`config.mk`:
```
export PLATFORM = sky130hd
export DESIGN_NAME = spi_frame_controller
export DESIGN_NICKNAME = d
export VERILOG_FILES = /design/src/rtl/spi_frame_controller.sv
export SDC_FILE = /design/constraint.sdc
export NUM_CORES = 1
export LEC_CHECK = 0
export CORE_UTILIZATION = 41
export CTS_CLUSTER_DIAMETER = 100
export DETAILED_ROUTE_END_ITERATION = 7
export PLACE_DENSITY = 0.78
export SYNTH_ARGS = -nofsm -noshare
export SYNTH_HDL_FRONTEND = slang
export SYNTH_SLANG_ARGS = --single-unit
```
`constraint.sdc`:
```
create_clock -name clk -period 4.33 [get_ports clk]
set_input_delay 0.6495 -clock clk [delete_from_list [all_inputs] [get_ports clk]]
set_output_delay 0.6495 -clock clk [all_outputs]
set_load 0.05 [all_outputs]
```
`src/rtl/spi_frame_controller.sv`:
```
// spi_frame_controller: decodes SPI command bytes, streams a frame into the pixel
// buffer and sequences the edge-detection kernel, reporting busy/loaded/error status.
module spi_frame_controller #(
   parameter int          IMG_W    = 8,
   parameter int          IMG_H    = 8,
   parameter int          ADDR_W   = $clog2(IMG_W*IMG_H),
   parameter logic [7:0]  CMD_LOAD = 8'hA5,
   parameter logic [7:0]  CMD_RUN  = 8'h5A
) (
   input  logic              clk,
   input  logic              rst,
   input  logic              csActive,
   input  logic [7:0]        rxData,
   input  logic              rxValid,
   output logic              memWe,
   output logic [ADDR_W-1:0] memAddr,
   output logic [7:0]        memData,
   output logic              kernelStart,
   input  logic              kernelDone,
   output logic              busy,
   output logic              frameLoaded,
   output logic              frameDone,
   output logic              errPulse
);
   localparam int PIXELS = IMG_W*IMG_H;
   localparam logic [ADDR_W-1:0] LAST = ADDR_W'(PIXELS-1);

   typedef enum logic [1:0] {IDLE, LOAD, START, RUN} state_t;
   state_t state, state_n;
   logic [ADDR_W-1:0] cnt, cnt_n, addr_n;
   logic [7:0] data_n;
   logic cs_q, cs_fall, we_n, ks_n, fl_n, fd_n, err_n;

   assign cs_fall = cs_q & ~csActive;

   always_comb begin
      state_n = state;
      cnt_n   = cnt;
      fl_n    = frameLoaded;
      addr_n  = memAddr;
      data_n  = memData;
      we_n    = 1'b0;
      fd_n    = 1'b0;
      err_n   = 1'b0;
      case (state)
         IDLE:
            if (rxValid) begin
               if (rxData == CMD_LOAD) begin
                  cnt_n   = '0;
                  fl_n    = 1'b0;
                  state_n = LOAD;
               end else if (rxData == CMD_RUN && frameLoaded)
                  state_n = START;
               else
                  err_n = 1'b1;
            end
         LOAD:
            // an abort beats a byte arriving in the same cycle, even the last pixel
            if (cs_fall) begin
               err_n   = 1'b1;
               cnt_n   = '0;
               state_n = IDLE;
            end else if (rxValid) begin
               we_n   = 1'b1;
               addr_n = cnt;
               data_n = rxData;
               if (cnt == LAST) begin
                  fl_n    = 1'b1;
                  cnt_n   = '0;
                  state_n = IDLE;
               end else
                  cnt_n = cnt + 1'b1;
            end
         START: begin
            err_n   = rxValid;
            state_n = RUN;
         end
         RUN: begin
            err_n = rxValid;
            if (kernelDone) begin
               fd_n    = 1'b1;
               state_n = IDLE;
            end
         end
         default: state_n = IDLE;
      endcase
      ks_n = (state_n == START);
   end

   always_ff @(posedge clk or posedge rst)
      if (rst) begin
         state       <= IDLE;
         cnt         <= '0;
         cs_q        <= 1'b0;
         memWe       <= 1'b0;
         memAddr     <= '0;
         memData     <= '0;
         kernelStart <= 1'b0;
         busy        <= 1'b0;
         frameLoaded <= 1'b0;
         frameDone   <= 1'b0;
         errPulse    <= 1'b0;
      end else begin
         state       <= state_n;
         cnt         <= cnt_n;
         cs_q        <= csActive;
         memWe       <= we_n;
         memAddr     <= addr_n;
         memData     <= data_n;
         kernelStart <= ks_n;
         busy        <= (state_n != IDLE);
         frameLoaded <= fl_n;
         frameDone   <= fd_n;
         errPulse    <= err_n;
      end
endmodule

```
# Word level (Yosys, flattened, before mapping)
# Index checks and enable logic that the tools add are counted.
classes:
  n_div: 0
  mul: 0
  addsub: 1
  muxes: 30
  n_reduce_logical: 8
  shift: 0
  n_eq_ne: 13
  magnitude_cmp: 0
  bitwise: 3
op_table:
  columns: ["cell", "count"]
  rows:
  - ["6-bit 2-to-1 mux", 5]
  - ["1-bit 2-to-1 mux", 14]
  - ["2-bit 2-to-1 mux", 7]
  - ["6-bit case mux with 2 select lines", 1]
  - ["2-bit != test, second input constant", 5]
  - ["8-bit by 7-bit == test with 1-bit output, second input constant", 1]
  - ["8-bit == test, second input constant", 1]
  - ["2-bit case mux with 4 select lines", 1]
  - ["6-bit by 1-bit adder with 6-bit output, second input constant", 1]
  - ["2-bit == test, second input constant", 3]
  - ["6-bit == test, second input constant", 1]
  - ["6-bit AND reduction", 1]
  - ["4-bit AND reduction", 1]
  - ["2-bit nonzero test", 2]
  - ["3-bit != test, second input constant", 1]
  - ["1-bit case mux with 3 select lines", 1]
  - ["3-bit AND reduction", 1]
  - ["2-bit by 1-bit == test with 1-bit output, second input constant", 1]
  - ["2-bit zero test", 1]
  - ["1-bit inverter", 2]
  - ["1-bit case mux with 2 select lines", 1]
  - ["2-bit OR reduction", 1]
  - ["1-bit AND", 1]
  - ["1-bit logical AND", 1]
totals:
  mem_count: 0
  rom_bits: 0
  ff_bits: 29
  mem_bits_rw: 0
  output_inout_bits: 20
  latch_bits: 0
  in_bits: 13

# Logic depth before layout (Yosys ltp)
depth:
  ltp_word: 7
  ltp_mapped: 5

# Least setup slack after synthesis
# No wires, ideal clock.
synth_path:
  path_kind: "in2reg"
  startpoint: "input rxData[3]"
  endpoint: "register cnt[2]"
  setup_slack_ps: 2603
  setup_ps: 124
  n_path_buf: 1
  required_time_ps: 4206
  stages: 5
  t_arrival_ps: 1603
  cell_sequence: "and4bb_1 nand4_2 and2_4 buf_6 a211o_1"
synth_via:
  elab_chain_cells: 3
synth_lines:
  columns: ["element", "line", "source"]
  rows:
  - ["from (decl)", "13", "input logic [7:0] rxData,"]
  - ["8-bit == test", "48", "if (rxData == CMD_LOAD) begin"]
  - ["2-bit != test (no line)", null, null]
  - ["4-bit AND reduction (no line)", null, null]
  - ["to (signal assigned)", "105", "cnt <= cnt_n;"]
  - ["to (decl)", "30", "logic [ADDR_W-1:0] cnt, cnt_n, addr_n;"]
# Every way passes these cells.
# A chain may end at the register's enable or synchronous reset.

# Worst setup path in the final report
layout_path:
  startpoint: "input rxValid"
  endpoint: "register memAddr[1]"
layout_via:
  elab_chain_cells: 1
layout_lines:
  columns: ["element", "line", "source"]
  rows:
  - ["from (decl)", "14", "input logic rxValid,"]
  - ["3-bit AND reduction (no line)", null, null]
  - ["to (signal assigned)", "108", "memAddr <= addr_n;"]
  - ["to (decl)", "16", "output logic [ADDR_W-1:0] memAddr,"]
# Every way passes these cells.

==> results.cfg <==
[synthesis]
fraction_of_the_yosys_area_taken_by_sequential_cells_pct = 54.46
synthArstFlopShare_pct = 100.0
post_synth.cell_area_avg_um2 = 12.57
synth_most_common_cell = sky130_fd_sc_hd__dfrtp_1
syn_inst = 106
synth-edff-count = 0
synth_top_cell_by_area = sky130_fd_sc_hd__dfrtp_1
synthFlopType = sky130_fd_sc_hd__dfrtp_1
synth_cell_types = 40
net_count_after_synthesis = 120
synth_top_area_share_pct = 54.46
post_synth_most_frequent_cells = sky130_fd_sc_hd__dfrtp_1 (29), sky130_fd_sc_hd__mux2_2 (14), sky130_fd_sc_hd__nand3_1 (6)
netlist_area_um2 = 1333
yosys-top-cells-area = sky130_fd_sc_hd__dfrtp_1 (54%), sky130_fd_sc_hd__mux2_2 (12%), sky130_fd_sc_hd__nand3_1 (2.3%), sky130_fd_sc_hd__a211o_1 (2.0%), sky130_fd_sc_hd__buf_6 (1.7%)
synth_seq_cells = 29
yosys_warnings = 0

[global_route]
grt_first_pass_wirelength_mm = 4.422
global_route.usage.total_pct = 17.83
met1_usage_pct = 21.43
maximum_number_of_pins_on_one_net_before_global_route_repair = 30
via_count_of_the_first_global_routing_pass = 965
grt_met2_use_pct = 28.25
met3_usage_pct = 7.642
number_of_antenna_violations_at_the_first_check_in_global_routing = 0
grt_busiest_layer = met2
total_overflow_reported_by_the_global_router = 0

[pwr]
power.share.switching_pct = 41.70
intPower_w = 0.0006273
power.share.combinational_pct = 45.4
p_per_area_nw_per_um2 = 614.7
design_power_total_w = 0.001076
share_seq_of_total_power_pct = 36.9
ir_worst_vdd_mv = 0.3609
pwr-share-clk_pct = 17.8
power.net_switching_w = 0.0004487
total_leakage_power_nw = 0.8108

[cells_and_area]
num-nets-final = 156
areaGrowthSynthToFinish_pct = 31.36
fillCellCount = 271
drive_above_1_share_pct = 23.08
final_cells = 187
final_core_utilization_pct = 56.87
n_antenna_cell = 0

[worst_setup_path]
timing.critical_path.arrival_ns = 2.53
critPathRequiredTime_ns = 4.55
endpoint_kind = register
timing.reg2reg.setup_slack_ns = 2.29
path_max_fanout = 20
setup.worst_path.class = primary input to register
start_kind = primary input

[min_path]
worstHoldPathType = register to register

[timing]
final_min_period_over_clock_period_pct = 53.41
timing_hold_violations_final = 0
layout_min_cycle_time_ns = 2.313
tightest_slew_ns = 1.040
totalNegativeSetupSlack_ns = 0
finalSetupViolations = 0
rsz0062_at_grt = no
slew_viol_final = 0
finalClockSkew_ns = 0.007548
max_clock_freq_mhz = 432.4
timing.slew.headroom_pct = 30.59

[cts]
clock_sinks = 29
tritoncts = yes
clock_tree.htree_level_count = 2
post_cts.resized_instances = 0
clock_insertion_delay_worst_skew_ns = 0.34
clk_path_buf_depth = 2
cts_hold_buf = 0
clk_root_buffer_cell = sky130_fd_sc_hd__clkbuf_4
clk_pin_slew_worst_paths_ns = 0.09
cts-buffers-inserted = 5
post-cts-setup-buffer-count = 0

[floorplanning]
dieArea_um2 = 3482
ports = 33
die_w_um = 59.01
design.core.area_um2 = 3078
effective_utilization_at_floorplan_pct = 43.29
rows = 20
fp.dieH_um = 59.01

[outcome]
run_status = completed

[route]
detail_route.wl_per_cell_um = 14.15
detail_route.drc_violations = 0
postRouteAntennaNets = 0
route.detailed.vias_per_inst = 5.198
first_pass_iters = 4
drtIter0Drc = 24
postRouteWirelength_mm = 2.646
dr_total_vias = 972

[placement]
gp_congestion = 0.8010
io_buffers = 32
number_of_placed_instances_with_taps_included = 179
detailed_place_hpwl_mm = 1.780

[job]
maxCapViolations = 0
==> flip-flops by register name, summed over array words and instances, names as in the netlist <==
signal,count
busy,1
cnt,6
cs_q,1
errPulse,1
frameDone,1
frameLoaded,1
kernelStart,1
memAddr,6
memData,8
memWe,1
state,2
==> kinds of logic after synthesis <==
group | after synthesis | share of synthesized area (%)
flops | 29 | 54.46
compound gates | 16 | 10.05
buf+inv | 7 | 3.192
mux | 14 | 11.83
simple gates | 39 | 19.53
fa+ha+maj | 1 | 0.9388
==> layout by cell type, fill, tap and decap left out, types with 2 or more instances in the layout <==
cell,instances
sky130_fd_sc_hd__o21ai_0,2
sky130_fd_sc_hd__nor3b_1,3
sky130_fd_sc_hd__clkbuf_4,5
sky130_fd_sc_hd__nand2_1,5
sky130_fd_sc_hd__a211o_1,3
sky130_fd_sc_hd__nor2_1,2
sky130_fd_sc_hd__nor4_1,2
sky130_fd_sc_hd__nand2b_1,2
sky130_fd_sc_hd__inv_1,4
sky130_fd_sc_hd__dfrtp_1,29
sky130_fd_sc_hd__nor3_1,2
sky130_fd_sc_hd__a21o_2,2
sky130_fd_sc_hd__mux2_2,14
sky130_fd_sc_hd__clkdlybuf4s50_1,32
sky130_fd_sc_hd__nand3_1,6
sky130_fd_sc_hd__and3_1,3
sky130_fd_sc_hd__clkbuf_8,2
==> path summary, 6_finish.rpt <==
kind	start	end	cells after the start
setup / recovery	rxValid	memAddr[1]	3
hold / removal	memAddr[3]	memAddr[3]	1
setup reg to reg	state[0]	memAddr[1]	3
hold reg to reg	memAddr[3]	memAddr[3]	1
max in group asynchronous	rst	memAddr[4]	2
min in group asynchronous	rst	memData[3]	2
==> power groups by stage <==
stage / Combinational [W] / Sequential, W / Clock (W)
final: 0.000488 / 0.000397 / 0.000191
after global routing: 0.000516 / 0.000407 / 0.000212
after CTS: 0.000492 / 0.000397 / 0.000197
after detailed placement: 0.000489 / 0.000400 / 0
after global placement: 0.000484 / 0.000396 / 0
after floorplan: 0.000140 / 0.000596 / 0
==> critical path, cell delays in order <==
cell	delay [ns]
sky130_fd_sc_hd__clkdlybuf4s50_1	0.64
sky130_fd_sc_hd__nand3_1	0.70
sky130_fd_sc_hd__mux2_2	0.54
==> layer usage <==
metal	part of all wire (%)	wire length, um
met1	46	1225
met2	46	1230
met3	5.3	139
met4	1.9	51
met5	0	0
==> through the flow <==
step                setup WS [ns]  instance area, um2  hold slack [ns]
floorplan                   2.603                1333           0.5116
global placement            1.742                1680           0.4908
detailed placement          1.675                1680           0.4913
CTS                         2.024                1750           0.5232
global route                1.901                1750           0.5332
finish                      2.017                1750           0.5152
==> cell type report <==
cell class	instances	area, um2	share of cell area [%]
clock buffer	7	65.06	3.717
clock inverter	1	5.005	0.2859
inverter	4	15.01	0.8578
multi-input combinational	70	564.3	32.24
sequential	29	725.7	41.46
tap	44	55.05	3.145
timing repair buffer	32	320.3	18.30
Note: power is estimated with default switching activity, not from simulation.
